File: config.mk
export PLATFORM = sky130hd
export DESIGN_NAME = snn_lif_layer
export DESIGN_NICKNAME = d
export VERILOG_FILES = /design/src/rtl/snn_lif_layer.sv
export SDC_FILE = /design/constraint.sdc
export NUM_CORES = 1
export LEC_CHECK = 0
export ABC_CLOCK_PERIOD_IN_PS = 7490
export BUFFER_PORTS_ARGS = -buffer_cell sky130_fd_sc_hd__buf_2
export CAP_MARGIN = 25
export CORE_ASPECT_RATIO = 0.75
export CORE_UTILIZATION = 65
export DETAILED_ROUTE_END_ITERATION = 8
export GPL_TIMING_DRIVEN = 1
export PLACE_DENSITY = 0.84
export SYNTH_ARGS = -nofsm -noshare
export SYNTH_HDL_FRONTEND = slang
export SYNTH_SLANG_ARGS = --single-unit
File: constraint.sdc
create_clock -name clk -period 7.49 [get_ports clk]
set_clock_uncertainty 0.1 [all_clocks]
set_input_delay 1.498 -clock clk [delete_from_list [all_inputs] [get_ports clk]]
set_output_delay 1.498 -clock clk [all_outputs]
set_load 0.005 [all_outputs]
File: src/rtl/snn_lif_layer.sv
// Fully-connected layer of leaky integrate-and-fire neurons with a runtime-writable signed weight file.
// Define SNN_WTA_INH_EN for lateral inhibition: only the lowest-index threshold crosser fires per step.
module snn_lif_layer #(
    parameter int unsigned N_IN       = 4,
    parameter int unsigned N_OUT      = 2,
    parameter int unsigned WW         = 24,
    parameter int unsigned VW         = 32,
    parameter longint      THRESH     = 4194304,
    parameter int unsigned LEAK_SHIFT = 4,
    parameter int unsigned REFRAC     = 2,
    localparam int unsigned NW        = N_IN * N_OUT,
    localparam int unsigned AW        = (NW > 1) ? $clog2(NW) : 1
) (
    input  logic                 clk,
    input  logic                 rst,
    input  logic                 en,
    input  logic                 wr_en,
    input  logic [AW-1:0]        wr_addr,
    input  logic signed [WW-1:0] wr_data,
    input  logic [N_IN-1:0]      in_spikes,
    input  logic                 step_valid,
    output logic                 step_ready,
    output logic [N_OUT-1:0]     out_spikes,
    output logic                 out_valid,
    output logic                 busy
);

    localparam int unsigned IW = (N_IN > 1) ? $clog2(N_IN) : 1;
    localparam int unsigned RW = (REFRAC > 0) ? $clog2(REFRAC + 1) : 1;
    localparam logic signed [VW-1:0] THR = VW'(THRESH);

    typedef enum logic [1:0] {S_IDLE, S_ACCUM, S_UPDATE, S_DONE} state_t;

    state_t                state, state_n;
    logic [IW-1:0]         idx;
    logic [N_IN-1:0]       spk;
    logic signed [WW-1:0]  w        [N_IN][N_OUT];
    logic signed [VW-1:0]  acc      [N_OUT];
    logic signed [VW-1:0]  v        [N_OUT];
    logic [RW-1:0]         rc       [N_OUT];
    logic [N_OUT-1:0]      fire_q;
    logic signed [VW-1:0]  acc_sum  [N_OUT];
    logic signed [VW-1:0]  upd_v    [N_OUT];
    logic [RW-1:0]         upd_rc   [N_OUT];
    logic [N_OUT-1:0]      upd_fire;

    // Clamp a two-bit-headroom sum back into the signed VW range.
    function automatic logic signed [VW-1:0] clamp(input logic signed [VW+1:0] x);
        logic signed [VW+1:0] hi;
        logic signed [VW+1:0] lo;
        hi = {3'b000, {(VW-1){1'b1}}};
        lo = {3'b111, {(VW-1){1'b0}}};
        if (x > hi)
            return {1'b0, {(VW-1){1'b1}}};
        else if (x < lo)
            return {1'b1, {(VW-1){1'b0}}};
        else
            return x[VW-1:0];
    endfunction

    assign step_ready = (state == S_IDLE) && en;
    assign busy       = (state != S_IDLE);

    always_ff @(posedge clk) begin
        if (rst)
            state <= S_IDLE;
        else
            state <= state_n;
    end

    always_comb begin
        state_n = state;
        if (en) begin
            case (state)
                S_IDLE:   if (step_valid) state_n = S_ACCUM;
                S_ACCUM:  if (idx == IW'(N_IN - 1)) state_n = S_UPDATE;
                S_UPDATE: state_n = S_DONE;
                S_DONE:   state_n = S_IDLE;
                default:  state_n = S_IDLE;
            endcase
        end
    end

    // Accumulate, leak, threshold and refractory handling for every neuron in parallel.
    always_comb begin
        logic signed [VW-1:0] vnew;
`ifdef SNN_WTA_INH_EN
        logic found;
        found = 1'b0;
`endif
        upd_fire = '0;
        for (int j = 0; j < N_OUT; j++) begin
            acc_sum[j] = clamp((VW+2)'(acc[j]) + (VW+2)'(w[idx][j]));
            vnew       = clamp((VW+2)'(v[j]) - (VW+2)'(v[j] >>> LEAK_SHIFT) + (VW+2)'(acc[j]));
            upd_v[j]   = vnew;
            upd_rc[j]  = rc[j];
            if (rc[j] != '0) begin
                upd_v[j]  = '0;
                upd_rc[j] = rc[j] - RW'(1);
            end else if (vnew >= THR) begin
                upd_v[j] = '0;
`ifdef SNN_WTA_INH_EN
                if (!found) begin
                    upd_fire[j] = 1'b1;
                    upd_rc[j]   = RW'(REFRAC);
                    found       = 1'b1;
                end
`else
                upd_fire[j] = 1'b1;
                upd_rc[j]   = RW'(REFRAC);
`endif
            end
        end
    end

    always_ff @(posedge clk) begin
        if (rst) begin
            idx        <= '0;
            spk        <= '0;
            fire_q     <= '0;
            out_spikes <= '0;
            out_valid  <= 1'b0;
            for (int j = 0; j < N_OUT; j++) begin
                acc[j] <= '0;
                v[j]   <= '0;
                rc[j]  <= '0;
                for (int i = 0; i < N_IN; i++)
                    w[i][j] <= '0;
            end
        end else begin
            out_valid <= 1'b0;
            if (en) begin
                case (state)
                    S_IDLE: begin
                        for (int i = 0; i < N_IN; i++)
                            for (int j = 0; j < N_OUT; j++)
                                if (wr_en && wr_addr == AW'(i * N_OUT + j))
                                    w[i][j] <= wr_data;
                        if (step_valid) begin
                            spk <= in_spikes;
                            idx <= '0;
                            for (int j = 0; j < N_OUT; j++)
                                acc[j] <= '0;
                        end
                    end
                    S_ACCUM: begin
                        if (spk[idx])
                            acc <= acc_sum;
                        idx <= idx + IW'(1);
                    end
                    S_UPDATE: begin
                        v      <= upd_v;
                        rc     <= upd_rc;
                        fire_q <= upd_fire;
                    end
                    S_DONE: begin
                        out_spikes <= fire_q;
                        out_valid  <= 1'b1;
                    end
                    default: ;
                endcase
            end
        end
    end

endmodule

==> results of run 1 <==
cell usage after synthesis (5+ instances only):
cell,instances
and3_1,16
o21ai_0,130
inv_1,291
nand2b_1,18
edfxtp_1,192
nor2b_1,9
o21a_1,21
a31oi_1,49
a21boi_0,11
a211oi_1,14
nand2_1,207
fa_1,64
xnor2_1,81
o21ai_1,14
a221oi_1,5
a21o_1,70
a21oi_1,210
dfxtp_1,147
mux4_2,49
mux2i_1,9
a31o_2,5
buf_1,8
o21bai_1,15
o211ai_1,7
nand4_1,23
and2_1,203
clkbuf_1,90
nor2_1,87
nor3_1,22
o31ai_1,12
xor2_1,35
nand3_1,30
a221o_1,15
a22oi_1,12
ha_1,145
registers in the layout (all words and copies together), names as in the netlist, named ones only:
| name | count |
|---|---|
| v | 64 |
| state | 2 |
| fire_q | 2 |
| out_spikes | 2 |
| idx | 2 |
| out_valid | 1 |
| acc | 64 |
| w | 192 |
| spk | 4 |
| rc | 4 |
layer usage:
layer  vias up  track usage, %  share of wire [%]
li1       8456               -                  -
met1      8823           45.40                 43
met2       880           49.83                 45
met3       106           7.514                 10
met4         8           8.144                1.9
met5         -               0              0.092
worst reg2reg max path, stage by stage (launching register included):
cell and delay (ns):
dfxtp_4 0.74, buf_4 0.50, mux4_2 0.61, ha_1 0.24, fa_1 0.41, a21o_1 0.17, a21oi_1 0.27, o21ai_0 0.16
a31oi_1 0.36, nor4_1 0.17, o21ai_0 0.35, a21oi_1 0.10, nand4b_1 0.23, a41oi_1 0.23, buf_4 0.25, nor2_1 0.24
a221o_1 0.38
cell type report:
| class | count | area share [%] |
|---|---|---|
| timing repair buffer | 69 | 1.825 |
| multi-input combinational | 1674 | 51.70 |
| clock inverter | 15 | 0.7603 |
| tap | 457 | 2.317 |
| clock buffer | 44 | 3.639 |
| antenna | 3 | 0.03041 |
| inverter | 291 | 4.425 |
| sequential | 339 | 35.30 |
path summary, 6_finish.rpt:
check | start | end | slack (ns) | cells past startpoint
max reg2reg | flop | acc[9] | 1.87 | 16
max | flop | acc[9] | 1.87 | 16
min | out_spikes[1] | out_spikes[1] | 0.35 | 2
min reg2reg | out_spikes[1] | out_spikes[1] | 0.35 | 2
through the flow:
stage,cells,hold slack (ns)
floorplan,2411,0.3250
global placement,2827,0.3340
detailed placement,2827,0.3440
CTS,2886,0.3533
global route,2890,0.3682
finish,2892,0.3503
kinds of logic after synthesis:
| kind of cell | after synthesis | synth area share [%] |
|---|---|---|
| simple gates | 643 | 14.25 |
| buf+inv | 398 | 6.627 |
| fa+ha+maj | 209 | 13.52 |
| xor+xnor | 116 | 4.436 |
| mux | 59 | 5.261 |
| flops | 339 | 38.02 |
| compound gates | 647 | 17.89 |
==> flow_metrics.py, run 1 <==
metrics = {
    "status": {
        "status": "finished, final reports clean",
    },
    "die": {
        "die_width_um": 218.7,
        "start_util_pct": 66.01,
        "die_area_sq_um": 36000,
        "die_height_um": 164.6,
        "rows": 59,
        "io_pins": 41,
        "core_area_sq_um": 34700,
    },
    "global_routing": {
        "grt_pass1_vias": 17300,
        "grt_max_degree": 56,
        "grt_pass1_wl_um": 91140,
        "overflow": 0,
        "antenna_found_initial": 6,
        "grt_util_all_layers_pct": 32.10,
    },
    "flow_run": {
        "maxCapViolCount": 0,
    },
    "min_path": {
        "hold_path_class": "reg -> reg",
    },
    "logic_synthesis": {
        "yosysSeqAreaShare_pct": 38.02,
        "synthTopCellsByArea": "edfxtp_1, dfxtp_1, ha_1, fa_1, and2_1",
        "yosys_register_bits": 339,
        "synth_cell_type_count": 82,
        "synth_area_sq_um": 22900,
        "synth_fp_nets": 2656,
        "yosysWarnings": 0,
        "synth_edf_count": 192,
        "synth-async-reset-ratio_pct": 0,
        "synth_top_area_cell": "edfxtp_1",
        "syn_inst": 2411,
        "synth-main-ff-cell": "edfxtp_1",
        "syn_avg_cell_area_sq_um": 9.499,
        "yosysTopAreaCellShare_pct": 25.17,
    },
    "sta": {
        "worst_slack_ns": 1.866,
        "clock.fmax_mhz": 177.8,
        "finalMaxSlewViolations": 0,
        "setup_viol": 0,
        "worst_slew_pin_slew_ns": 1.055,
        "fin_crit_ns": 5.624,
        "tns_ns": 0,
        "rsz0062_at_grt": "false",
        "hold_viol": 0,
        "period_share_pct": 75.09,
        "slew_headroom_pct": 29.46,
    },
    "placement": {
        "dpl.hpwl_um": 41530,
        "placed_cell_area_sq_um": 23550,
        "portBuffers": 40,
        "place_congestion": 0.9226,
        "dpl_worst_slack_ns": 1.728,
    },
    "route": {
        "wl_per_cell_um": 19.96,
        "vias_per_cell": 6.318,
        "drt_iter0_drc": 2196,
        "vias": 18270,
        "ant_nets": 0,
        "routed_wl_um": 57730,
        "drc": 0,
        "dr.pass1.iters": 7,
    },
    "layout": {
        "nFillCells": 2468,
        "seq_area_sq_um": 8713,
        "final_layout_size_suffix_gt1_share_pct": 8.717,
        "final_area_sq_um": 24680,
        "area.growth.synth_to_final_pct": 7.780,
        "multiInputGateArea_sq_um": 12760,
        "postLayoutCoreUtil_pct": 71.14,
        "fin_nets": 2654,
        "layout_commonest_cell": "inv_1",
        "mostFrequentLayoutCells": "inv_1, nand2_1, a21oi_1, and2_1, edfxtp_1",
    },
    "worst_setup_path": {
        "path_buf_inv": 2,
        "cp_cell_sequence": "buf_4 > mux4_2 > ha_1 > fa_1 > a21o_1 > a21oi_1 > o21ai_0 > a31oi_1 > nor4_1 > o21ai_0 > a21oi_1 > nand4b_1 > a41oi_1 > buf_4 > nor2_1 > a221o_1",
        "cp_max_fo": 29,
        "crit_slowest_cell": "dfxtp_4",
        "worstPathArrival_ns": 5.95,
        "cp.required_ns": 7.82,
        "slowest_delay_ns": 0.74,
        "crit_type": "reg -> reg",
        "crit_family": "compound AO/OA/AOI/OAI gates",
        "cp-end-kind": "flop",
        "cp-start-kind": "flop",
    },
    "clock_network": {
        "cts_resized": 0,
        "cts_buffers": 34,
        "numClockSinks": 339,
        "hold_buffers": 0,
        "insertion_delay_ns": 0.55,
        "cts_setup_buffers": 0,
        "ctsLongestPathBuffers": 3,
        "h-tree-depth": 2,
        "path_clk_slew_ns": 0.06,
        "cts_tree": "built",
        "cts_root_buf": "clkbuf_16",
    },
}
Power of run 1 is not shown: default switching activity piles up to over one toggle a cycle in this logic, so the estimate is an artifact.
==> inputs of run 2 (changes only) <==
ABC_CLOCK_PERIOD_IN_PS = 4550   (was 7490)
CORE_UTILIZATION = 58   (was 65)
PLACE_DENSITY = 0.79   (was 0.84)
clock period = 4.55 ns   (was 7.49 ns; I/O delays follow)
==> run 2 against run 1 <==
Wire length is 3.0% higher; cell count grew 4.7%; first-iteration DRC count is 17% lower; utilization decreased by 4.1 points; via count rose by 1.0%; maximum frequency up 26%; global-route usage down 3.0 points; flip-flop and latch count stayed put; non-clock buffer count rose by 80; clock-buffer cell count up 7; final area grew 4.7%.
==> flow_metrics.py, run 2 (same netlist as run 1, synthesis figures left out) <==
metrics = {
    "sta": {
        "slew_headroom_pct": 33.57,
        "setup_viol": 0,
        "fin_crit_ns": 4.471,
        "worst_slack_ns": 0.07921,
        "period_share_pct": 98.26,
        "hold_viol": 0,
        "finalMaxSlewViolations": 0,
        "worst_slew_pin_slew_ns": 0.9953,
        "clock.fmax_mhz": 223.7,
        "rsz0062_at_grt": "true",
    },
    "placement": {
        "placed_cells": 2949,
        "dpl.hpwl_um": 42470,
        "place_congestion": 0.9508,
        "dpl_worst_slack_ns": -0.01502,
        "portBuffers": 40,
    },
    "worst_setup_path": {
        "cp_max_fo": 8,
        "worstPathArrival_ns": 4.87,
        "cp-start-kind": "flop",
        "cp-end-kind": "flop",
        "crit_type": "reg -> reg",
        "cp.required_ns": 4.95,
    },
    "clock_network": {
        "numClockSinks": 339,
        "path_clk_slew_ns": 0.07,
        "cts_root_buf": "clkbuf_16",
        "insertion_delay_ns": 0.60,
        "h-tree-depth": 1,
        "cts_tree": "built",
        "ctsLongestPathBuffers": 3,
        "cts_buffers": 31,
    },
    "global_routing": {
        "grt_max_degree": 56,
        "antenna_found_initial": 4,
        "grt_pass1_wl_um": 93800,
        "gr-usage-met1_pct": 43.42,
        "overflow": 0,
        "grt_util_all_layers_pct": 29.05,
        "met3_usage_pct": 4.856,
        "grtUsageMet2_pct": 44.27,
        "busiest_layer": "met2",
        "grt_pass1_vias": 17800,
    },
    "die": {
        "io_pins": 41,
        "die_height_um": 174.1,
        "die_area_sq_um": 40290,
        "rows": 62,
        "die_width_um": 231.5,
        "core_area_sq_um": 38550,
        "start_util_pct": 59.40,
    },
    "route": {
        "vias_per_cell": 6.096,
        "wl_per_cell_um": 19.63,
        "vias": 18460,
        "drc": 0,
        "ant_nets": 0,
        "drt_iter0_drc": 1812,
        "routed_wl_um": 59440,
        "dr.pass1.iters": 5,
    },
    "flow_run": {
        "maxCapViolCount": 0,
    },
    "min_path": {
        "hold_path_class": "reg -> reg",
    },
    "layout": {
        "reg_top3": "w (192), acc (64), v (64)",
        "final_layout_size_suffix_gt1_share_pct": 14.57,
        "mostFrequentLayoutCells": "inv_1, and2_1, nand2_1, a21oi_1, edfxtp_1",
        "fin_nets": 2733,
        "largest_register_ffs": 192,
        "area.growth.synth_to_final_pct": 12.85,
        "largest_register": "w",
        "layout_commonest_cell": "inv_1",
        "layout.cells.non_filler": 3028,
        "nFillCells": 2847,
    },
    "status": {
        "status": "finished, final reports clean",
    },
}
run 2: cell types whose count changed in the layout (fill, tap and decap cells not counted), sizes merged:
cell,previous run,this run
inv,293,294
bufinv,3,0
buf,69,148
o21a,22,24
diode,3,4
clkinvlp,0,1
clkinv,10,2
clkbuf,44,52
run 2: critical path, cell delays in order (launching register included):
cell and delay [ns]:
dfxtp_2 0.33, inv_1 0.05, fa_1 0.54, inv_1 0.07, ha_4 0.25, nor2b_4 0.12, o21ai_2 0.15, a21oi_2 0.09
o311a_4 0.36, a311oi_4 0.39, o221a_1 0.25, nor2_1 0.04, or4_4 0.54, or4_4 0.59, o21a_4 0.32, o31ai_1 0.19
run 2: metal layers:
layer  wire, um  part of all wire (%)  vias to the layer above
met5         27                 0.045                        -
met4       1102                   1.9                        4
met3       5011                   8.4                       86
met2      26350                    44                      798
met1      26950                    45                     8949
li1           -                     -                     8622
run 2: per-stage QoR:
stage	TNS (ns)	hold WS, ns	util (%)	cell area [sq um]
after detailed placement	-0.01595	0.3475	62.81	24220
after CTS	0	0.3613	65.59	25290
final	0	0.3528	67.04	25850
after global routing	-2.687	0.3815	67.02	25840
after global placement	0	0.3347	62.81	24220
after floorplan	0	0.3250	-	22910
run 2: what timing repair did:
item	CTS	global route
setup buffers	1	13
pin swaps	1	37
hold buffers	0	0
setup endpoints to repair	4	127
resized for setup	5	108
gates cloned	2	1
run 2: area by class of cell:
type	count	area [sq um]	area share (%)
sequential	339	8727	33.77
multi-input combinational	1676	13180	50.99
timing repair buffer	149	1177	4.555
clock buffer	51	974.7	3.771
tap	512	640.6	2.479
clock inverter	6	45.04	0.1743
inverter	291	1092	4.226
antenna	4	10.01	0.03873
run 2: path summary, 6_finish.rpt:
path | startpoint | to | slack, ns | cells past startpoint
worst max register to register | acc[34] | v[62] | 0.08 | 15
worst min-delay path | v[3] | v[3] | 0.35 | 2
worst min register to register | v[3] | v[3] | 0.35 | 2
worst max-delay path | acc[34] | v[62] | 0.08 | 15
Power of run 2 is left out for the same reason.
